File: config.mk
export PLATFORM = sky130hd
export DESIGN_NAME = vga_scroll_pattern_gen
export DESIGN_NICKNAME = d
export VERILOG_FILES = /design/src/rtl/vga_scroll_pattern_gen.sv
export SDC_FILE = /design/constraint.sdc
export NUM_CORES = 1
export LEC_CHECK = 0
export ABC_AREA = 1
export BUFFER_PORTS_ARGS = -buffer_cell sky130_fd_sc_hd__buf_2
export CORE_ASPECT_RATIO = 0.75
export CORE_UTILIZATION = 50
export CTS_CLUSTER_DIAMETER = 150
export CTS_CLUSTER_SIZE = 12
export DETAILED_ROUTE_END_ITERATION = 10
export PLACE_DENSITY = 0.75
export SYNTH_ARGS = -nofsm -noshare
export SYNTH_HDL_FRONTEND = slang
export SYNTH_SLANG_ARGS = --single-unit
File: constraint.sdc
create_clock -name clk -period 3.5 [get_ports clk]
set_clock_uncertainty 0.2 [all_clocks]
set_input_delay 0.7 -clock clk [delete_from_list [all_inputs] [get_ports clk]]
set_output_delay 0.7 -clock clk [all_outputs]
set_load 0.02 [all_outputs]
File: src/rtl/vga_scroll_pattern_gen.sv
// vga_scroll_pattern_gen
//  Pipelined VGA test-pattern engine: bars, checker, gradient and solid white,
//  with per-frame horizontal scroll and a frame counter. Colour and syncs both
//  leave the block two clocks after hpos/vpos/display_on/syncs enter it.
//  Optional feature macro: PAT_VSCROLL_EN adds a vertical scroll offset that
//  advances downward by 'speed' on every unpaused frame edge.
module vga_scroll_pattern_gen #(
  parameter int COORD_W   = 10,
  parameter int CH_W      = 2,
  parameter int TILE_LOG2 = 5,
  parameter int FRAME_W   = 9
) (
  input  logic               clk,
  input  logic               reset,
  input  logic [COORD_W-1:0] hpos,
  input  logic [COORD_W-1:0] vpos,
  input  logic               display_on,
  input  logic               hsync_in,
  input  logic               vsync_in,
  input  logic [1:0]         mode,
  input  logic [3:0]         speed,
  input  logic               dir,
  input  logic               pause,
  output logic [CH_W-1:0]    r,
  output logic [CH_W-1:0]    g,
  output logic [CH_W-1:0]    b,
  output logic               hsync_out,
  output logic               vsync_out,
  output logic [FRAME_W-1:0] frame_no
);

  localparam int T = TILE_LOG2;

  logic [COORD_W-1:0] h_off;
  logic [1:0]         mode_q;
  logic               prev_vsync;
  logic               vs_edge;
  logic [COORD_W-1:0] speed_ext;
  logic [COORD_W-1:0] sy_next;

  // Stage-1 registers
  logic [COORD_W-1:0] sx_q;
  logic [COORD_W-1:0] sy_q;
  logic               de_q;
  logic               hs_q;
  logic               vs_q;

  // Stage-2 combinational colour
  logic [CH_W-1:0]    r_next;
  logic [CH_W-1:0]    g_next;
  logic [CH_W-1:0]    b_next;

  // Frame edge is detected in the pixel clock domain; prev_vsync resets high
  // so a vsync already asserted at reset release is not counted as a frame.
  assign vs_edge   = vsync_in & ~prev_vsync;
  assign speed_ext = COORD_W'(speed);

  // Per-frame state: frame counter, latched mode and horizontal scroll offset.
  always_ff @(posedge clk or posedge reset) begin
    if (reset) begin
      prev_vsync <= 1'b1;
      frame_no   <= '0;
      h_off      <= '0;
      mode_q     <= 2'd0;
    end else begin
      prev_vsync <= vsync_in;
      if (vs_edge) begin
        frame_no <= frame_no + FRAME_W'(1);
        mode_q   <= mode;
        if (!pause) begin
          h_off <= dir ? (h_off - speed_ext) : (h_off + speed_ext);
        end
      end
    end
  end

`ifdef PAT_VSCROLL_EN
  logic [COORD_W-1:0] v_off;

  // Vertical offset always moves downward, regardless of dir.
  always_ff @(posedge clk or posedge reset) begin
    if (reset) begin
      v_off <= '0;
    end else if (vs_edge && !pause) begin
      v_off <= v_off + speed_ext;
    end
  end

  assign sy_next = vpos + v_off;
`else
  assign sy_next = vpos;
`endif

  // Stage 1: apply scroll offsets and delay the qualifiers alongside.
  always_ff @(posedge clk or posedge reset) begin
    if (reset) begin
      sx_q <= '0;
      sy_q <= '0;
      de_q <= 1'b0;
      hs_q <= 1'b0;
      vs_q <= 1'b0;
    end else begin
      sx_q <= hpos + h_off;
      sy_q <= sy_next;
      de_q <= display_on;
      hs_q <= hsync_in;
      vs_q <= vsync_in;
    end
  end

  // Pattern selection from the stage-1 coordinates; blanked outside display.
  always_comb begin
    r_next = '0;
    g_next = '0;
    b_next = '0;
    if (de_q) begin
      case (mode_q)
        2'd0: begin
          r_next = {CH_W{sx_q[T]}};
          g_next = {CH_W{sx_q[T+1]}};
          b_next = {CH_W{sx_q[T+2]}};
        end
        2'd1: begin
          r_next = {CH_W{sx_q[T] ^ sy_q[T]}};
          g_next = {CH_W{sx_q[T] ^ sy_q[T]}};
          b_next = {CH_W{sx_q[T] ^ sy_q[T]}};
        end
        2'd2: begin
          r_next = sx_q[T +: CH_W];
          g_next = sy_q[T +: CH_W];
          b_next = sx_q[T +: CH_W] ^ sy_q[T +: CH_W];
        end
        default: begin
          r_next = '1;
          g_next = '1;
          b_next = '1;
        end
      endcase
    end
  end

  // Stage 2: register colour and syncs so they leave together.
  always_ff @(posedge clk or posedge reset) begin
    if (reset) begin
      r         <= '0;
      g         <= '0;
      b         <= '0;
      hsync_out <= 1'b0;
      vsync_out <= 1'b0;
    end else begin
      r         <= r_next;
      g         <= g_next;
      b         <= b_next;
      hsync_out <= hs_q;
      vsync_out <= vs_q;
    end
  end

  // Only a few coordinate bits select the pattern; the rest are intentionally dropped.
  logic unused_coord_bits;
  assign unused_coord_bits = ^{sx_q, sy_q};

endmodule

==> metrics.cfg <==
[run_status]
status=complete, no violations

[worst_setup_path]
path_cells=buf_2 > inv_1 > ha_1 > inv_1 > or2_2 > o21ai_0 > ha_1 > nand2_1 > inv_1 > a21oi_1 > nand3_1 > nand3_1 > nand2_1
required_ps=3480
ff2ff_setup_slack_ps=1650
crit_family=simple AND/OR/NAND/NOR gates
critPathMaxStageDelay_ps=340
r2r-end=h_off[6]
crit_path_end_kind=register
critPathArrivalTime_ps=2540
timing.critical_path.mode_cell=inv_1
reg2reg_from=h_off[0]
path_class=in -> reg
cp_max_fo=4
cp-start-kind=input pin
r2r_cells=10
cp_slowest_cell=ha_1
worst-path-buf-inv=4

[synthesis]
synth_enable_flop_cells=0
syn_inst=249
synth_top_flop_cell=dfrtp_1
yosysWarnings=0
netlist_area_mm2=0.002048
ys_seq_elements=36
yosys.cell_types.count=31
seq_area_frac_synth=0.4404
avgSynthCellArea_um2=8.226
syn-num-nets=299
synthArstFlopShare=1.000

[cells_and_area]
fin_util=0.6379
nets=345
nFillCells=327
drive_gt1_frac=0.2061
diodes=0
fin_area_mm2=0.002411
syn2layout_area_growth_pct=17.72

[sta]
fmax_mhz=389.9
period_share=0.7329
finalSetupTns_ps=0
slew_violations=0
final.min_clock_period_ps=2565
tightest_slew_ps=446.6
setup_viol=0
hold_viol_final=0
slew_headroom=0.7023
rsz0062_at_grt=false

[worst_hold_path]
min_path_cells=0
hp-start=vs_q
min_delay_worst_endpoint=vsync_out
hp-class=reg -> reg

[route]
drt-initial-drc-count=63
via_count=1665
dr.pass1.iters=4
drt_wl_total_um=3805
postRouteAntennaNets=0
avgRoutedWirePerCell_um=10.93
viasPerCell=4.784
drcViolationCount=0

[power_and_ir_drop]
p_per_area_mw_per_mm2=699.4
cellInternalPower_mw=1.004
sw_frac_of_total=0.4047
power_frac_comb=0.430
power_frac_seq=0.379
p_leak_nw=1.369
clkPwrFrac=0.191
power_switching_mw=0.6825
ir_drop_uv=457.0

[place]
numPortBuffers=39
routabilityCongestion=0.7586
dp_hpwl_um=2967
place_area_mm2=0.002311

[clocking]
cts_setup_buffers=0
cts_max_level=2
clk_latency_ps=280
cts_tree=built
postCtsHoldBufs=0
numCtsBuffers=5
clockBufferDepth=2
root_buffer=clkbuf_8
clkSinkCount=36
clk_pin_slew_worst_paths_ps=70
cts_resized=0

[floorplanning]
die_area_mm2=0.004359
placementRows=19
design.core.area_mm2=0.003780
die_w_um=75.91
fp.dieH_um=57.43
io_pins=50
initial_core_util=0.5419

[global_route]
grt_max_degree=37
grt.total_usage=0.2016
grt_pass1_vias=1607
overflow=0
antenna_found_initial=0
grt_pass1_wl_um=6865

[run]
cap_violations=0

-- flip-flops by register name (all words and copies together), names as in the netlist --
name,count
mode_q,2
vs_q,1
frame_no,9
sx_q,3
vsync_out,1
sy_q,2
b,2
hsync_out,1
de_q,1
g,2
prev_vsync,1
hs_q,1
h_off,8
r,2
-- cell type report --
type | count | area, um2 | area share
Timing Repair Buffer | 40 | 202.7 | 0.08407
Inverter | 36 | 137.6 | 0.05708
Clock buffer | 8 | 100.1 | 0.04152
Tap cell | 52 | 65.06 | 0.02698
Sequential cell | 36 | 902.1 | 0.3742
Multi-Input combinational cell | 176 | 1003 | 0.4162
-- cells in the mapped netlist (3+ instances only) --
| cell type | count | share of area |
|---|---|---|
| a21oi_1 | 10 | 0.024 |
| a31oi_1 | 3 | 0.0092 |
| dfrtp_1 | 35 | 0.43 |
| ha_1 | 16 | 0.098 |
| inv_1 | 33 | 0.060 |
| nand2_1 | 76 | 0.14 |
| nand2_2 | 3 | 0.0092 |
| nand3_1 | 14 | 0.034 |
| nand3b_1 | 5 | 0.018 |
| nor2_1 | 12 | 0.022 |
| o21ai_0 | 12 | 0.029 |
| xor2_1 | 6 | 0.026 |
-- how the worst max path moves through the flow --
| stage | startpoint | to | slack [ps] | depth (start not counted) |
|---|---|---|---|---|
| after floorplan | speed[1] | h_off[7] | 1020 | 12 |
| after global placement | speed[0] | h_off[7] | 650 | 13 |
| after detailed placement | speed[0] | h_off[7] | 680 | 13 |
| after CTS | speed[0] | h_off[7] | 960 | 13 |
| after global routing | speed[1] | h_off[7] | 780 | 13 |
| final | speed[0] | h_off[7] | 930 | 13 |
-- power groups by stage --
stage | registers, mW | logic [mW] | clock network [mW]
after floorplan | 0.692 | 0.495 | 0
final | 0.640 | 0.725 | 0.322
after global placement | 0.644 | 0.702 | 0
after global routing | 0.660 | 0.833 | 0.349
after detailed placement | 0.647 | 0.723 | 0
after CTS | 0.641 | 0.729 | 0.328
-- cells in the final DEF (no fill, tap or decap), types with 3 or more instances in the layout --
cell type / count
a21oi_1: 10
a31oi_1: 3
buf_2: 39
clkbuf_8: 7
dfrtp_1: 35
ha_1: 16
inv_1: 33
nand2_1: 76
nand2_2: 3
nand3_1: 14
nand3b_1: 5
nor2_1: 12
o21ai_0: 12
xor2_1: 6
-- per-layer routing --
metal	track usage	up-vias	wire length [um]
li1	-	890	-
met1	0.2731	738	2050
met2	0.3104	30	1515
met3	0.06240	7	200
met4	0.06868	0	38
met5	0	-	0
-- cell families after synthesis --
kind of cell               count (synthesis)  synth area share
AOI/OAI and AO/OA                         29           0.07636
xor gates and xnor gates                   8           0.03421
adders and majority gates                 17            0.1075
buffers and inverters                     37           0.06964
DFF                                       36            0.4404
and+or+nand+nor                          122            0.2718
-- through the flow --
stage	setup slack (ps)	cells	hold WS, ps	power, mW
final	935.0	348	148.8	1.686
after global routing	781.3	348	160.4	1.842
after CTS	962.1	348	150.7	1.697
after detailed placement	675.5	340	137.0	1.370
after global placement	654.1	340	131.8	1.346
after floorplan	1017	249	131.2	1.187
Power figures use the tool's default switching activity.
